## src/rtl/mmio_pkg.sv

```systemverilog
// Shared types and constants for the MMIO interconnect: bus widths, address window
// record, and the standard BRAM/GPIO memory map.
package mmio_pkg;

  localparam int ADDR_W     = 32;
  localparam int DATA_W     = 32;
  localparam int MAX_SLAVES = 8;
  localparam int IDX_W      = $clog2(MAX_SLAVES);

  localparam logic [ADDR_W-1:0] BRAM_BASE = 32'h0000_0000;
  localparam logic [ADDR_W-1:0] BRAM_TOP  = 32'h0000_07FF;
  localparam logic [ADDR_W-1:0] GPIO_BASE = 32'hFFFF_FFF0;
  localparam logic [ADDR_W-1:0] GPIO_TOP  = 32'hFFFF_FFF3;

  typedef struct packed {
    logic [ADDR_W-1:0] base;
    logic [ADDR_W-1:0] top;
  } addr_range_t;

  // Unsigned, inclusive window test.
  function automatic logic in_range(input logic [ADDR_W-1:0] addr, input addr_range_t rng);
    return (addr >= rng.base) && (addr <= rng.top);
  endfunction

endpackage

```

## src/rtl/mmio_addr_decode.sv

```systemverilog
// Combinational address decoder: maps an address onto the slave windows, the lowest
// slave index winning where windows overlap.
module mmio_addr_decode
  import mmio_pkg::*;
#(
  parameter int                           NUM_SLAVES = 2,
  parameter logic [NUM_SLAVES*ADDR_W-1:0] BASE_ADDRS = {GPIO_BASE, BRAM_BASE},
  parameter logic [NUM_SLAVES*ADDR_W-1:0] TOP_ADDRS  = {GPIO_TOP, BRAM_TOP}
) (
  input  logic [ADDR_W-1:0]     addr_i,
  output logic                  mapped_o,
  output logic [IDX_W-1:0]      idx_o,
  output logic [NUM_SLAVES-1:0] onehot_o
);

  addr_range_t rng_s;
  logic        hit_s;

  // Scan from the highest index down so the lowest hitting slave is written last.
  always_comb begin
    rng_s    = '0;
    hit_s    = 1'b0;
    mapped_o = 1'b0;
    idx_o    = '0;
    onehot_o = '0;
    for (int i = NUM_SLAVES - 1; i >= 0; i--) begin
      rng_s.base = BASE_ADDRS[ADDR_W*i +: ADDR_W];
      rng_s.top  = TOP_ADDRS[ADDR_W*i +: ADDR_W];
      hit_s      = in_range(addr_i, rng_s);
      mapped_o   = mapped_o | hit_s;
      idx_o      = hit_s ? IDX_W'(i) : idx_o;
      onehot_o   = hit_s ? (NUM_SLAVES'(1) << i) : onehot_o;
    end
  end

endmodule

```

## src/rtl/mmio_interconnect.sv

```systemverilog
// CPU-to-MMIO interconnect: window decode, write-strobe gating, fixed-latency read
// return pipeline and sticky unmapped-access fault capture.
module mmio_interconnect
  import mmio_pkg::*;
#(
  parameter int                           NUM_SLAVES   = 2,
  parameter logic [NUM_SLAVES*ADDR_W-1:0] BASE_ADDRS   = {GPIO_BASE, BRAM_BASE},
  parameter logic [NUM_SLAVES*ADDR_W-1:0] TOP_ADDRS    = {GPIO_TOP, BRAM_TOP},
  parameter int                           READ_LATENCY = 1,
  parameter logic [DATA_W-1:0]            DEFAULT_READ = 32'h0000_0000
) (
  input  logic                         clk,
  input  logic                         reset,
  input  logic [ADDR_W-1:0]            memAddress,
  input  logic                         memValid,
  input  logic                         memWrite,
  output logic [DATA_W-1:0]            memReadData,
  output logic [NUM_SLAVES-1:0]        slaveSel,
  output logic [NUM_SLAVES-1:0]        slaveWrite,
  input  logic [NUM_SLAVES*DATA_W-1:0] slaveReadData,
  input  logic                         errClear,
  output logic                         busError,
  output logic [ADDR_W-1:0]            faultAddress,
  output logic                         faultWrite,
  output logic [7:0]                   faultCount
);

  if (NUM_SLAVES < 1 || NUM_SLAVES > MAX_SLAVES) begin : g_bad_num
    $fatal(1, "mmio_interconnect: NUM_SLAVES must be 1..8");
  end
  if (READ_LATENCY < 1 || READ_LATENCY > 4) begin : g_bad_lat
    $fatal(1, "mmio_interconnect: READ_LATENCY must be 1..4");
  end
  for (genvar g = 0; g < NUM_SLAVES; g++) begin : g_chk_win
    if (BASE_ADDRS[ADDR_W*g +: ADDR_W] > TOP_ADDRS[ADDR_W*g +: ADDR_W]) begin : g_bad_win
      $fatal(1, "mmio_interconnect: slave window base above top");
    end
  end

  logic                  mapped_s;
  logic [IDX_W-1:0]      idx_s;
  logic [NUM_SLAVES-1:0] onehot_s;
  logic                  fault_s;

  mmio_addr_decode #(
    .NUM_SLAVES (NUM_SLAVES),
    .BASE_ADDRS (BASE_ADDRS),
    .TOP_ADDRS  (TOP_ADDRS)
  ) u_decode (
    .addr_i   (memAddress),
    .mapped_o (mapped_s),
    .idx_o    (idx_s),
    .onehot_o (onehot_s)
  );

  assign slaveSel   = memValid ? onehot_s : '0;
  assign slaveWrite = slaveSel & {NUM_SLAVES{memWrite}};
  assign fault_s    = memValid & ~mapped_s;

  logic [READ_LATENCY-1:0]            pv_q, pv_d;
  logic [READ_LATENCY-1:0][IDX_W-1:0] pidx_q, pidx_d;
  logic [DATA_W-1:0]                  rd_s;

  // Read select pipeline: stage 0 takes the new access, later stages shift unconditionally.
  always_comb begin
    pv_d      = '0;
    pidx_d    = '0;
    pv_d[0]   = memValid & mapped_s & ~memWrite;
    pidx_d[0] = idx_s;
    for (int i = 1; i < READ_LATENCY; i++) begin
      pv_d[i]   = pv_q[i-1];
      pidx_d[i] = pidx_q[i-1];
    end
  end

  // Pipeline registers; reset drops any read in flight.
  always_ff @(posedge clk or posedge reset) begin
    if (reset) begin
      pv_q   <= '0;
      pidx_q <= '0;
    end else begin
      pv_q   <= pv_d;
      pidx_q <= pidx_d;
    end
  end

  // Return mux driven from the registered last stage.
  always_comb begin
    rd_s = DEFAULT_READ;
    for (int i = 0; i < NUM_SLAVES; i++) begin
      rd_s = (pv_q[READ_LATENCY-1] && (pidx_q[READ_LATENCY-1] == IDX_W'(i)))
             ? slaveReadData[DATA_W*i +: DATA_W] : rd_s;
    end
  end

  assign memReadData = rd_s;

  logic              berr_q, berr_d;
  logic [ADDR_W-1:0] faddr_q, faddr_d;
  logic              fwr_q, fwr_d;
  logic [7:0]        fcnt_q, fcnt_d;

  // Fault state: a fault at the same edge as errClear restarts the record from this fault.
  always_comb begin
    berr_d  = berr_q;
    faddr_d = faddr_q;
    fwr_d   = fwr_q;
    fcnt_d  = fcnt_q;
    if (fault_s) begin
      berr_d = 1'b1;
      if (errClear || !berr_q) begin
        faddr_d = memAddress;
        fwr_d   = memWrite;
      end else begin
        faddr_d = faddr_q;
        fwr_d   = fwr_q;
      end
      if (errClear) begin
        fcnt_d = 8'd1;
      end else begin
        fcnt_d = (fcnt_q == 8'hFF) ? 8'hFF : fcnt_q + 8'd1;
      end
    end else if (errClear) begin
      berr_d = 1'b0;
      fcnt_d = 8'd0;
    end else begin
      berr_d = berr_q;
      fcnt_d = fcnt_q;
    end
  end

  // Fault registers.
  always_ff @(posedge clk or posedge reset) begin
    if (reset) begin
      berr_q  <= 1'b0;
      faddr_q <= '0;
      fwr_q   <= 1'b0;
      fcnt_q  <= 8'd0;
    end else begin
      berr_q  <= berr_d;
      faddr_q <= faddr_d;
      fwr_q   <= fwr_d;
      fcnt_q  <= fcnt_d;
    end
  end

  assign busError     = berr_q;
  assign faultAddress = faddr_q;
  assign faultWrite   = fwr_q;
  assign faultCount   = fcnt_q;

endmodule

```

## config.mk

```make
export PLATFORM = sky130hd
export DESIGN_NAME = mmio_interconnect
export DESIGN_NICKNAME = d
export VERILOG_FILES = /design/src/rtl/mmio_pkg.sv /design/src/rtl/mmio_addr_decode.sv /design/src/rtl/mmio_interconnect.sv
export SDC_FILE = /design/constraint.sdc
export NUM_CORES = 1
export LEC_CHECK = 0
export CAP_MARGIN = 10
export CORE_MARGIN = 1.5
export CORE_UTILIZATION = 39
export DETAILED_ROUTE_END_ITERATION = 8
export HOLD_SLACK_MARGIN = 0.03
export PLACE_DENSITY_LB_ADDON = 0.05
export SLEW_MARGIN = 15
export SYNTH_ARGS = -nofsm -noshare
export SYNTH_HDL_FRONTEND = slang
export SYNTH_SLANG_ARGS = --single-unit
```

## constraint.sdc

```tcl
create_clock -name clk -period 3.7 [get_ports clk]
set_input_delay 0.37 -clock clk [delete_from_list [all_inputs] [get_ports clk]]
set_output_delay 0.37 -clock clk [all_outputs]
set_load 0.005 [all_outputs]
```

==> run metrics <==
worst-skew pair later-pin latency 0.28 ns; CTS tree built; CP cell instances clkdlybuf4s50_1 > nor4_1 > nand2_1 > or3_2 > nor2_1 > clkdlybuf4s50_1; CTS Sinks 44; Synth Area per Inst 11.7 um^2; antenna cells 0; Final Max Tran Viols 0; Die Ht 85.5 um; Post CTS Setup Buffer Count 0; finished layout cell area 4550 um^2; worst hold start faultAddress[22]$_DFFE_PP0P_; FF/Latch Area 1100 um^2; DR iter-0 viols 74; Worst R2R End faultAddress[4]$_DFFE_PP0P_; row count 29; r2r startpoint busError$_DFFE_PP0P_; setup TNS 0 ns; # H-tree levels 2; WL per Instance 17.2 um; unrepaired setup endpoints after global routing no; layout cells sized above 1 0.125; hold depth 1; DR vias 2393; gr ovfl total 0; syn_nets 328; shortest period the worst path allows 2.92 ns; Final Util 0.705; DRC violations left 15; Max-slew headroom 0.395; Clock Skews 0.00480 ns; most used cell, CP clkdlybuf4s50_1; die area 7310 um^2; Final Cycle Share 0.788; RePlAce Congestion 0.788; sequential share of the synthesized area 0.415; CORE AREA 6460 um^2; Reg2Reg Setup Slack 1.46 ns; Initial Util 0.411; CTS root buffer clkbuf_8; P&R area growth vs syn 71.5%; initial antenna violation count 0; Nets 503; Resized cells post-CTS 0; Clock Tree Buf Depth 2; Worst path slowest cell or3_2; Pwr Density 270 nW/um^2; most frequent cells in the layout clkdlybuf4s50_1, dfrtp_1, nor2b_1, mux2i_1, mux2_4; synthesized instance count 226; DR vias/cell 5.01; Finish-stage setup viols 0; max cap viols 0; filler instances 527; Critical Path RT 3.33 ns; CTS Buf Count 5; crit path max fanout 8; Routed Wire Length 8.20 mm; chip width 85.5 um; hold crit path type reg -> reg; Cell Area, Synth 2650 um^2; Final Hold Fails 0; final HPWL from detailed placement 6.59 mm; antenna-violating nets left 0; WP data arrival 2.55 ns; Port Buf Inserts 178; CP max stage delay 0.60 ns; #FFs+latches synth 44; Critical Path Start Type primary input; Worst-path clk slew 0.07 ns; Max rail drop VDD 0.219 mV; combined area of the multi-input logic cells 1450 um^2; CP endpoint kind primary output; placed standard-cell area 4470 um^2; Ys Warns 0; drt pass-1 iters 6; global-route wire length before repair 12.8 mm; WS Path Type in -> out; Endpoint, Worst Hold faultAddress[22]$_DFFE_PP0P_; leakage power 1.77 nW; most common cell after layout, fill and taps aside clkdlybuf4s50_1; largest net degree at the start of global routing 45; Total GRT Usage 0.221; io pins 179; reg2reg path depth 5; Cell variety after synth 37; Slew @ Worst Pin 0.904 ns; cts hold-fix bufs 0; fmax 343 MHz; failing checks DRC; vias in the first global route 2329; status complete, but fails checks
-- where the power goes --
group          leakage [nW]  switching [mW]  internal [mW]
clock network        0.0410           0.146          0.128
logic                  1.19           0.107          0.275
registers             0.533          0.0352          0.537
-- state kept, by name, summed over array words and instances, names as in the netlist --
register / flops
busError: 1
pv_q: 1
faultWrite: 1
pidx_q: 1
faultCount: 8
faultAddress: 32
-- routing by layer --
| layer | routed length (um) | GRT usage | share of wire | vias to the layer above |
|---|---|---|---|---|
| met5 | 0 | 0 | 0 | - |
| met4 | 177 | 0.0572 | 0.022 | 0 |
| met3 | 698 | 0.0549 | 0.085 | 13 |
| met2 | 3890 | 0.374 | 0.47 | 107 |
| met1 | 3440 | 0.284 | 0.42 | 1105 |
| li1 | - | - | - | 1168 |
-- cell usage after synthesis, drive strengths merged --
master   n  area (um^2)
a211oi   2         15.0
a21oi    1         5.00
a221oi   1         8.76
a311oi   2         17.5
a31oi    2         12.5
a41oi    3         26.3
and2     1         6.26
and3     1         6.26
and4     3         26.3
buf      8         62.6
clkbuf   5         18.8
dfrtp   44         1100
ha       1         12.5
inv      4         17.5
mux2    34          495
mux2i   33          330
nand2   11         43.8
nand2b   1         6.26
nand3    2         10.0
nand4    6         37.5
nand4b   2         17.5
nor2     6         22.5
nor2b   34          213
nor3     7         57.6
nor4     7         50.1
o21ai    1         5.00
o21bai   1         7.51
or3      2         13.8
or4      1         7.51
-- worst max path at each step --
stage                             endpoint  slack (ns)           start  depth (start not counted)
2_1_floorplan                slaveWrite[0]        1.84  memAddress[24]                          5
3_3_place_gp   faultAddress[2]$_DFFE_PP0P_        0.71        errClear                          6
3_5_place_dp   faultAddress[4]$_DFFE_PP0P_        0.66        errClear                          6
4_1_cts                      slaveWrite[0]        0.77  memAddress[24]                          6
5_1_grt                        slaveSel[0]        0.62  memAddress[16]                          6
6_report                     slaveWrite[0]        0.78  memAddress[24]                          6
-- critical path, delay by kind of cell --
family	cells	cell delay, ns
buffers and inverters	2	0.97
and+or+nand+nor	4	1.20
-- through the flow --
step / std cells / setup slack, ns / hold slack [ns] / total power [mW]
detailed placement: 471 / 0.656 / 0.494 / 0.965
global placement: 471 / 0.712 / 0.491 / 0.960
floorplan: 226 / 1.84 / 0.441 / 0.712
finish: 478 / 0.784 / 0.510 / 1.23
CTS: 478 / 0.765 / 0.514 / 1.24
global route: 478 / 0.620 / 0.534 / 1.29
-- kinds of logic (layout without fill, tap and decap cells) --
group / after synthesis / in the layout / synth area share
AND/OR/NAND/NOR: 84 / 84 / 0.195
multiplexers: 67 / 67 / 0.311
flip-flops: 44 / 44 / 0.415
buffers and inverters: 17 / 192 / 0.0372
AO/OA/AOI/OAI: 13 / 13 / 0.0368
adder cells (fa/ha/maj): 1 / 1 / 0.00471
-- cell type report --
cell class                      count  share of cell area
Inverter                            4             0.00385
Clock buffer                        6              0.0159
Multi-Input combinational cell    165               0.319
Sequential cell                    44               0.242
Clock inverter                      1             0.00110
Tap cell                           77              0.0212
Timing Repair Buffer              181               0.396
Power figures use the tool's default switching activity.
